==> src/rtl/regfile_wb_arbiter_pkg.sv <==
// Shared CPU definitions used by decode, the register file and the
// write-back arbiter: datapath widths, load funct3 codes, requester IDs
// and the load-width extension helper.
package regfile_wb_arbiter_pkg;

  localparam int XLEN    = 32;
  localparam int IDX_W   = 5;
  localparam int NUM_REQ = 3;

  // Requester identities on the write-back port
  localparam int REQ_ROB = 0;
  localparam int REQ_LSU = 1;
  localparam int REQ_ALU = 2;

  localparam logic [6:0] OPC_LOAD  = 7'b0000011;
  localparam logic [6:0] OPC_STORE = 7'b0100011;

  typedef enum logic [2:0] {
    F3_LB  = 3'b000,
    F3_LH  = 3'b001,
    F3_LW  = 3'b010,
    F3_LBU = 3'b100,
    F3_LHU = 3'b101
  } load_f3_e;

  // Sign/zero extension of a raw result according to its load width.
  // Unknown codes pass the word through untouched.
  function automatic logic [XLEN-1:0] extend_load(input logic [2:0] funct3,
                                                  input logic [XLEN-1:0] d);
    case (funct3)
      F3_LB:   extend_load = {{(XLEN-8){d[7]}}, d[7:0]};
      F3_LH:   extend_load = {{(XLEN-16){d[15]}}, d[15:0]};
      F3_LBU:  extend_load = {{(XLEN-8){1'b0}}, d[7:0]};
      F3_LHU:  extend_load = {{(XLEN-16){1'b0}}, d[15:0]};
      F3_LW:   extend_load = d;
      default: extend_load = d;
    endcase
  endfunction

endpackage

==> src/rtl/regfile_wb_arbiter_if.sv <==
// Write-back request bus between the requesters and the arbiter.
//   req_valid  per-requester request
//   req_ready  per-requester grant (transfer = valid && ready)
//   req_index  packed destination register indices
//   req_data   packed raw result words
//   req_type   packed funct3 load-width codes
// master: requester side; slave: arbiter side.
interface regfile_wb_arbiter_if
  import regfile_wb_arbiter_pkg::*;
#(
  parameter int N_REQ = NUM_REQ,
  parameter int DW    = XLEN,
  parameter int IW    = IDX_W
);
  logic [N_REQ-1:0]    req_valid;
  logic [N_REQ-1:0]    req_ready;
  logic [N_REQ*IW-1:0] req_index;
  logic [N_REQ*DW-1:0] req_data;
  logic [N_REQ*3-1:0]  req_type;

  modport master (output req_valid, req_index, req_data, req_type, input req_ready);
  modport slave  (input req_valid, req_index, req_data, req_type, output req_ready);
endinterface

==> src/rtl/regfile_wb_arbiter_rr.sv <==
// Generic round-robin arbiter.
//   clk, rst_n  clock, async active-low reset (pointer -> 0)
//   req         request vector
//   advance     a grant was accepted this cycle; move pointer past winner
//   grant       one-hot grant, first requester at or after the pointer
module rr_arbiter #(
  parameter int N = 3
) (
  input  logic         clk,
  input  logic         rst_n,
  input  logic [N-1:0] req,
  input  logic         advance,
  output logic [N-1:0] grant
);
  localparam int PW = (N > 1) ? $clog2(N) : 1;
  localparam logic [PW:0] N_W = (PW+1)'(N);

  logic [PW-1:0] ptr_q;
  logic [PW-1:0] ptr_d;
  logic [PW-1:0] gnt_idx_s;
  logic [PW:0]   scan_s;
  logic          found_s;

  // Rotating-priority scan: first request at ptr, ptr+1, ... modulo N
  always_comb begin
    grant     = '0;
    gnt_idx_s = '0;
    found_s   = 1'b0;
    scan_s    = '0;
    for (int i = 0; i < N; i++) begin
      scan_s = {1'b0, ptr_q} + (PW+1)'(i);
      if (scan_s >= N_W) begin
        scan_s = scan_s - N_W;
      end else begin
        scan_s = scan_s;
      end
      if (!found_s && req[scan_s[PW-1:0]]) begin
        grant[scan_s[PW-1:0]] = 1'b1;
        gnt_idx_s             = scan_s[PW-1:0];
        found_s               = 1'b1;
      end else begin
        found_s = found_s;
      end
    end
  end

  // Next pointer: one past the accepted winner, wrapping at N
  always_comb begin
    ptr_d = ptr_q;
    if (advance && found_s) begin
      if (gnt_idx_s == PW'(N-1)) begin
        ptr_d = '0;
      end else begin
        ptr_d = gnt_idx_s + PW'(1);
      end
    end else begin
      ptr_d = ptr_q;
    end
  end

  // Pointer register
  always_ff @(posedge clk or negedge rst_n) begin
    if (!rst_n) begin
      ptr_q <= '0;
    end else begin
      ptr_q <= ptr_d;
    end
  end

endmodule

==> src/rtl/regfile_wb_arbiter.sv <==
// Register-file write-back arbiter: shares the single regfile write port
// between NUM_REQ requesters (0 = ROB commit, 1 = LSU, 2 = ALU).
//   clk, rst_n  clock, async active-low reset
//   flush       squash: no grant this cycle, write stage loads idle
//   wb          request bus (slave side)
//   wr_en/wr_index/wr_data  registered regfile write port, 1 cycle after grant
//   busy_mask   registers targeted by any valid request (x0 excluded)
module regfile_wb_arbiter
  import regfile_wb_arbiter_pkg::*;
#(
  parameter int NUM_REQ_P = NUM_REQ,
  parameter int XLEN_P    = XLEN,
  parameter int IDX_W_P   = IDX_W
) (
  input  logic                      clk,
  input  logic                      rst_n,
  input  logic                      flush,
  regfile_wb_arbiter_if.slave       wb,
  output logic                      wr_en,
  output logic [IDX_W_P-1:0]        wr_index,
  output logic [XLEN_P-1:0]         wr_data,
  output logic [31:0]               busy_mask
);
  logic [NUM_REQ_P-1:0] req_s;
  logic [NUM_REQ_P-1:0] grant_s;
  logic                 transfer_s;
  logic [IDX_W_P-1:0]   sel_index_s;
  logic [XLEN_P-1:0]    sel_data_s;
  logic [2:0]           sel_type_s;
  logic [XLEN_P-1:0]    ext_data_s;
  logic [31:0]          busy_s;

  logic                 wr_en_q, wr_en_d;
  logic [IDX_W_P-1:0]   wr_index_q, wr_index_d;
  logic [XLEN_P-1:0]    wr_data_q, wr_data_d;

  // Flush hides every request from the arbiter, so neither ready nor the
  // pointer advance can happen in a squashed cycle.
  assign req_s      = wb.req_valid & {NUM_REQ_P{~flush}};
  assign transfer_s = |grant_s;

  rr_arbiter #(.N(NUM_REQ_P)) u_rr (
    .clk     (clk),
    .rst_n   (rst_n),
    .req     (req_s),
    .advance (transfer_s),
    .grant   (grant_s)
  );

  // Ready is held low for the whole time reset is asserted.
  assign wb.req_ready = grant_s & {NUM_REQ_P{rst_n}};

  // Select the granted request; grant is one-hot so an AND-OR mux suffices
  always_comb begin
    sel_index_s = '0;
    sel_data_s  = '0;
    sel_type_s  = 3'b000;
    for (int i = 0; i < NUM_REQ_P; i++) begin
      sel_index_s = sel_index_s | (wb.req_index[i*IDX_W_P +: IDX_W_P] & {IDX_W_P{grant_s[i]}});
      sel_data_s  = sel_data_s  | (wb.req_data[i*XLEN_P +: XLEN_P]    & {XLEN_P{grant_s[i]}});
      sel_type_s  = sel_type_s  | (wb.req_type[i*3 +: 3]              & {3{grant_s[i]}});
    end
  end

  assign ext_data_s = extend_load(sel_type_s, sel_data_s);

  // Write stage next state: x0 transfers are accepted but never written
  always_comb begin
    wr_en_d    = 1'b0;
    wr_index_d = wr_index_q;
    wr_data_d  = wr_data_q;
    if (transfer_s && (sel_index_s != '0)) begin
      wr_en_d    = 1'b1;
      wr_index_d = sel_index_s;
      wr_data_d  = ext_data_s;
    end else begin
      wr_en_d = 1'b0;
    end
  end

  // Write stage registers
  always_ff @(posedge clk or negedge rst_n) begin
    if (!rst_n) begin
      wr_en_q    <= 1'b0;
      wr_index_q <= '0;
      wr_data_q  <= '0;
    end else begin
      wr_en_q    <= wr_en_d;
      wr_index_q <= wr_index_d;
      wr_data_q  <= wr_data_d;
    end
  end

  assign wr_en    = wr_en_q;
  assign wr_index = wr_index_q;
  assign wr_data  = wr_data_q;

  // Scoreboard view: every register some valid request targets, x0 never
  always_comb begin
    busy_s = 32'h0000_0000;
    for (int i = 0; i < NUM_REQ_P; i++) begin
      if (wb.req_valid[i]) begin
        busy_s[wb.req_index[i*IDX_W_P +: IDX_W_P]] = 1'b1;
      end else begin
        busy_s = busy_s;
      end
    end
    busy_s[0] = 1'b0;
  end

  assign busy_mask = busy_s;

endmodule
==> src/flat_wrapper.sv <==
// flat-port wrapper written by rule: the top's interface ports become plain ports
module regfile_wb_arbiter_flat import regfile_wb_arbiter_pkg::*;
#(
  parameter int NUM_REQ_P = NUM_REQ,
  parameter int XLEN_P    = XLEN,
  parameter int IDX_W_P   = IDX_W
)
  (clk, rst_n, flush, wr_en, wr_index, wr_data, busy_mask, wb_req_valid, wb_req_index, wb_req_data, wb_req_type, wb_req_ready);
  regfile_wb_arbiter_if wb_i ();
  input  logic clk;
  input  logic rst_n;
  input  logic flush;
  output logic wr_en;
  output logic [IDX_W_P-1:0] wr_index;
  output logic [XLEN_P-1:0] wr_data;
  output logic [31:0] busy_mask;
  input wire logic [$bits(wb_i.req_valid)-1:0] wb_req_valid;
  input wire logic [$bits(wb_i.req_index)-1:0] wb_req_index;
  input wire logic [$bits(wb_i.req_data)-1:0] wb_req_data;
  input wire logic [$bits(wb_i.req_type)-1:0] wb_req_type;
  output wire logic [$bits(wb_i.req_ready)-1:0] wb_req_ready;
  assign wb_i.req_valid = wb_req_valid;
  assign wb_i.req_index = wb_req_index;
  assign wb_i.req_data = wb_req_data;
  assign wb_i.req_type = wb_req_type;
  assign wb_req_ready = wb_i.req_ready;
  regfile_wb_arbiter #(.NUM_REQ_P(NUM_REQ_P), .XLEN_P(XLEN_P), .IDX_W_P(IDX_W_P)) u_core (.clk(clk), .rst_n(rst_n), .flush(flush), .wb(wb_i), .wr_en(wr_en), .wr_index(wr_index), .wr_data(wr_data), .busy_mask(busy_mask));
endmodule
==> config.mk <==
export PLATFORM = sky130hd
export DESIGN_NAME = regfile_wb_arbiter_flat
export DESIGN_NICKNAME = d
export VERILOG_FILES = /design/src/rtl/regfile_wb_arbiter_pkg.sv /design/src/rtl/regfile_wb_arbiter_if.sv /design/src/rtl/regfile_wb_arbiter_rr.sv /design/src/rtl/regfile_wb_arbiter.sv /design/src/flat_wrapper.sv
export SDC_FILE = /design/constraint.sdc
export NUM_CORES = 1
export LEC_CHECK = 0
export CORE_UTILIZATION = 40
export CTS_BUF_LIST = sky130_fd_sc_hd__clkbuf_8
export CTS_CLUSTER_SIZE = 8
export DETAILED_ROUTE_END_ITERATION = 8
export PLACE_DENSITY = 0.89
export SETUP_SLACK_MARGIN = 0.2
export SLEW_MARGIN = 0
export SYNTH_ARGS = -nofsm -noshare
export SYNTH_HDL_FRONTEND = slang
export SYNTH_SLANG_ARGS = --single-unit
==> constraint.sdc <==
create_clock -name clk -period 3.8 [get_ports clk]
set_clock_uncertainty 0.1 [all_clocks]
set_input_delay 0.76 -clock clk [delete_from_list [all_inputs] [get_ports clk]]
set_output_delay 0.76 -clock clk [all_outputs]
set_load 0.02 [all_outputs]
# After elaboration in Yosys (flattened, before gate mapping)
# Index checks and enable logic that the tools add are counted.
[totals]
register_bits = 40
in_bits = 126
out_inout_bits = 73
elab_cells = 102
[op_classes]
n_addsub = 6
n_lt_le_gt_ge = 15
n_eq_ne = 4
n_mux = 36
bitwise = 22
n_reduce_logical = 15
[op_table]
columns = ["cell", "count"]
rows = [
  ["$or A32 B32 Y32", 4],
  ["$pmux W32 S4", 1],
  ["$and A32 B32 Y32", 3],
  ["$mux W32", 3],
  ["$lt A5 B6 Y1 const B", 3],
  ["$and A3 B3 Y3", 5],
  ["$and A5 B5 Y5", 3],
  ["$demux W1 S5", 3],
  ["$ge A5 B1 Y1 const B", 3],
  ["$mux W2", 7],
  ["$mux W1", 13],
  ["$or A3 B3 Y3", 4],
  ["$logic_and A1 B1 Y1", 10],
  ["$or A5 B5 Y5", 2],
  ["$lt A2 B3 Y1 const B", 3],
  ["$mux W3", 3],
  ["$bmux W1 S2", 3],
  ["$demux W1 S2", 3],
  ["$eq A3 B3 Y1 const B", 2],
  ["$ge A2 B1 Y1 const B", 3],
  ["$ge A3 B2 Y1 const B", 2],
  ["$sub A2 B2 Y2 const B", 3],
  ["$reduce_bool A5 Y1", 1],
  ["$add A2 B1 Y3 const B", 1],
  ["9 further kinds", 10],
]

# Longest topological paths before layout
[logic_depth]
depth_word = 17
ltp_mapped = 12
mapped_depth_nobuf = 9

# Modules after synthesis
# Synthesis repeated with hierarchy kept, for this count alone.
[hier_totals]
hier_cells = 412
area_unflattened_um2 = 3359.5
[by_module_without_submodules]
columns = ["mod", "n_inst", "cells_per_inst", "area_each_um2", "seq_area_each_um2"]
rows = [
  ["regfile_wb_arbiter", 1, 358, 2934.1, 950.9],
  ["rr_arbiter", 1, 54, 425.4, 50.0],
]

# Worst setup path after synthesis
# Ideal clock, no wire load.
[synth_timing]
path_type = "in2out"
from = "input wb_req_valid[0]"
to = "output wb_req_ready[1]"
t_arrival_ps = 2669
required_time_ps = 2940
path_slack_ps = 271
path_stages = 8
n_path_buf = 3
path_cell_list = "buf_2 -> nor4bb_1 -> a311oi_2 -> o32a_2 -> nor2_1 -> buf_2 -> clkbuf_1 -> and2_1"
[synth_via]
elab_chain_len = 11
word_cells_on_any_way = 19
cone_classes = "mux (11); bitwise (4); reduce/logical (4)"
[synth_rtl]
columns = ["item", "line_no", "rtl"]
rows = [
  ["start: declaration", "flat_wrapper.sv:17", "input wire logic [$bits(wb_i.req_valid)-1:0] wb_req_valid;"],
  ["$and A3 B3 Y3 *", "regfile_wb_arbiter.sv:39", "assign req_s = wb.req_valid & {NUM_REQ_P{~flush}};"],
  ["$bmux W1 S2", "regfile_wb_arbiter_rr.sv:37", "if (!found_s && req[scan_s[PW-1:0]]) begin"],
  ["$mux W1 (not written as such)", "regfile_wb_arbiter_rr.sv:37", ""],
  ["$mux W1", "regfile_wb_arbiter_rr.sv:37", ""],
  ["$logic_not A1 Y1", "regfile_wb_arbiter_rr.sv:37", ""],
  ["$logic_and A1 B1 Y1", "regfile_wb_arbiter_rr.sv:37", ""],
  ["$mux W1", "regfile_wb_arbiter_rr.sv:37", ""],
  ["$logic_not A1 Y1", "regfile_wb_arbiter_rr.sv:37", ""],
  ["$logic_and A1 B1 Y1", "regfile_wb_arbiter_rr.sv:37", ""],
  ["$mux W3 *", "regfile_wb_arbiter_rr.sv:37", ""],
  ["$and A3 B3 Y3 *", "regfile_wb_arbiter.sv:51", "assign wb.req_ready = grant_s & {NUM_REQ_P{rst_n}};"],
  ["end: declaration", "flat_wrapper.sv:21", "output wire logic [$bits(wb_i.req_ready)-1:0] wb_req_ready;"],
]
# Mark *: on every way between the ends. The rest lies on a longest branch, timed or not. The select of a mux whose other input is x is not followed.

# Final worst setup path
[layout_timing]
from = "input wb_req_index[8]"
to = "output busy_mask[10]"
[layout_via]
elab_chain_len = 8
word_cells_on_any_way = 9
cone_classes = "order compare (2); mux (4); bitwise (2); reduce/logical (1)"
[layout_rtl]
columns = ["item", "line_no", "rtl"]
rows = [
  ["start: declaration", "flat_wrapper.sv:18", "input wire logic [$bits(wb_i.req_index)-1:0] wb_req_index;"],
  ["$lt A5 B6 Y1 (not written as such) or $ge A5 B1 Y1 (tied branches)", "regfile_wb_arbiter.sv:103", "busy_s[wb.req_index[i*IDX_W_P +: IDX_W_P]] = 1'b1;"],
  ["$logic_and A1 B1 Y1 (not written as such)", "regfile_wb_arbiter.sv:103", ""],
  ["$mux W1 (not written as such)", "regfile_wb_arbiter.sv:103", ""],
  ["$demux W1 S5 *", "--", ""],
  ["$or A32 B32 Y32 (no source line) *", "--", ""],
  ["$mux W32 *", "regfile_wb_arbiter.sv:102", "if (wb.req_valid[i]) begin"],
  ["$or A32 B32 Y32 (no source line)", "--", ""],
  ["$mux W32 *", "regfile_wb_arbiter.sv:102", ""],
  ["end: declaration", "flat_wrapper.sv:16", "output logic [31:0] busy_mask;"],
]
# Mark *: on every way between the ends. The rest lies on a longest branch, timed or not.

==> results.tsv <==
stage	metric	value	unit
status	status	finished, final reports clean	
critical_path	arrival	2.70	ns
critical_path	worst_ep_required_time	2.94	ns
cts	cts_root_buffer	clkbuf_8	
routing	num_vias	4415	
power_and_ir_drop	ir_drop	0.000429	V
die	rows	33	
global_route	grt_usage	0.290	
logic_synthesis	syn_area	3440	um^2
sta	hold_violations	0	
die	start_util	0.417	
die	die_w	94.7	um
logic_synthesis	ys_ff_latch	40	
critical_path	cp-end-kind	primary output	
power_and_ir_drop	total_power	0.00383	W
cts	numCtsBuffers	5	
routing	ant_nets	0	
global_route	grtUsageMet1	0.351	
hold_path	min_path_type	in2async	
global_route	antenna_found_initial	0	
sta	holdWs	0.194	ns
routing	drtIter0Drc	347	
sta	fin_tns_setup	0	ns
layout	final_util	0.703	
placement	place_congestion	0.925	
cts	clock-sinks	40	
critical_path	start_kind	input port	
routing	vias_per_cell	6.00	
routing	drt_first_pass_iters	8	
global_route	overflow	0	
placement	numPortBuffers	197	
routing	routedWlPerCell	17.7	um
global_route	use_met3	0.0507	
layout	syn_to_final_growth	68.7	%
global_route	grt_pass1_vias	4278	
logic_synthesis	synth-main-ff-cell	dfrtp_1	
global_route	busiest_layer	met2	
routing	wl	13.0	mm
layout	diodes	0	
global_route	grt_max_degree	40	
logic_synthesis	avgSynthCellArea	7.91	um^2
logic_synthesis	ys_seq_area_frac	0.291	
sta	timing.final.ws_setup	0.244	ns
die	core-area	8260	um^2
cts	clk_latency	0.28	ns
die	die_area	8980	um^2
layout	layout_common_cells	clkdlybuf4s50_1, nand2_1, nor2_1	
die	boundaryPins	199	
power_and_ir_drop	leakagePower	2.50	nW
cts	clkTransAtPathRegs	0.08	ns
cts	clk_path_buf_depth	2	
cts	post_cts_buffers	0	
routing	drcViolationCount	0	
die	die_h	94.7	um
logic_synthesis	synth-edff-count	0	
critical_path	path_class	in2out	
sta	rsz0062_at_grt	yes	
power_and_ir_drop	p_per_area	661	nW/um^2
cts	tritoncts	yes	
logic_synthesis	synth_cells	435	
placement	hpwl	9.96	mm
cts	cts-htree-levels	2	
sta	fin_crit	3.56	ns
sta	fin_crit_sh	0.936	
logic_synthesis	async_flop_share	1.00	
logic_synthesis	synth_fp_nets	565	
layout	final_common_cell	clkdlybuf4s50_1	
sta	fmax	0.281	GHz
layout	final_layout_size_suffix_gt1_frac	0.116	
flow_run	cap_violations	0	
logic_synthesis	netlist-cell-type-count	51	
logic_synthesis	yosysWarnings	0	
layout	fin_nets	760	
global_route	grt_use_met2	0.511	
placement	place_ws	-0.159	ns
global_route	grt_pass1_wl	20.6	mm
sta	setup-violations-final	0	
sta	report.final.slew_viol_count	0	
critical_path	critPathMaxFanout	10	
==> flip-flops by register name (all words and copies together) (netlist names) <==
register / cells
u_core.wr_data: 32
u_core.wr_en: 1
u_core.wr_index: 5
u_core.u_rr.ptr_q: 2
==> where the power goes <==
part	leakage, nW	switching, W	internal [W]
Combinational	1.96	0.00142	0.00125
Clock	0.0645	0.000140	0.000232
Sequential	0.479	0.000130	0.000666
Total	2.50	0.00169	0.00215
==> repair_timing <==
action / in CTS / in global routing
hold buffers: 0 / 0
endpoints found under the setup margin: 32 / 64
pin swaps: 1 / 1
resized for setup: 6 / 27
==> critical path, cell delays in order <==
cell	delay, ns
clkdlybuf4s50_1	0.74
nor3b_2	0.38
a22oi_1	0.11
nand2_1	0.10
clkdlybuf4s50_1	0.60
==> Yosys cell counts (all sizes together), types with 5 or more instances <==
cell type	number	area, um^2
nor2	44	165
o22a	24	210
inv	20	75.1
nor3b	12	90.1
a21oi	14	70.1
o21ai	12	60.1
o211ai	5	37.5
a22oi	29	218
and3	6	37.5
dfrtp	40	1000
clkbuf	22	82.6
and3b	8	70.1
nor3	15	85.1
buf	19	105
nand2	73	274
a222oi	37	370
==> cell families after synthesis <==
kind of cell             count (synthesis)  share of synthesized area
AND/OR/NAND/NOR                        178                      0.249
AO/OA/AOI/OAI                          147                      0.357
buffers and inverters                   61                     0.0764
flip-flops                              40                      0.291
multiplexers                             4                     0.0116
adder cells (fa/ha/maj)                  4                     0.0145
other                                    1                    0.00109
==> final timing paths <==
path | slack (ns) | endpoint | startpoint | depth (start not counted)
max reg2reg | 0.44 | u_core.wr_data[15] | u_core.u_rr.ptr_q[1] | 12
min | 0.19 | u_core.wr_data[7] | rst_n | 1
max | 0.24 | busy_mask[10] | wb_req_index[8] | 5
min reg2reg | 0.41 | u_core.wr_data[14] | u_core.wr_data[14] | 1
min in group clk | 0.41 | u_core.wr_data[14] | u_core.wr_data[14] | 1
max in group asynchronous | 2.72 | u_core.wr_en | rst_n | 2
==> cell type report <==
cell class,instances,area [um^2]
Multi-Input combinational cell,334,2260
Sequential cell,40,1000
Inverter,20,75.1
Clock buffer,7,96.3
Timing Repair Buffer,229,2210
Tap cell,105,131
Clock inverter,1,30.0
Fill cell,670,2450
==> stage by stage <==
| step | cell area [um^2] | std cells |
|---|---|---|
| 3_3_place_gp | 5600 | 728 |
| 5_1_grt | 5800 | 736 |
| 4_1_cts | 5720 | 736 |
| 6_report | 5800 | 736 |
| 3_5_place_dp | 5600 | 728 |
| 2_1_floorplan | 3440 | 435 |
==> layer usage <==
metal,vias to the layer above,part of all wire
met5,-,0
met4,0,0.027
met3,32,0.083
met2,264,0.50
met1,2065,0.39
li1,2054,-
(Power assumes the default switching activity.)
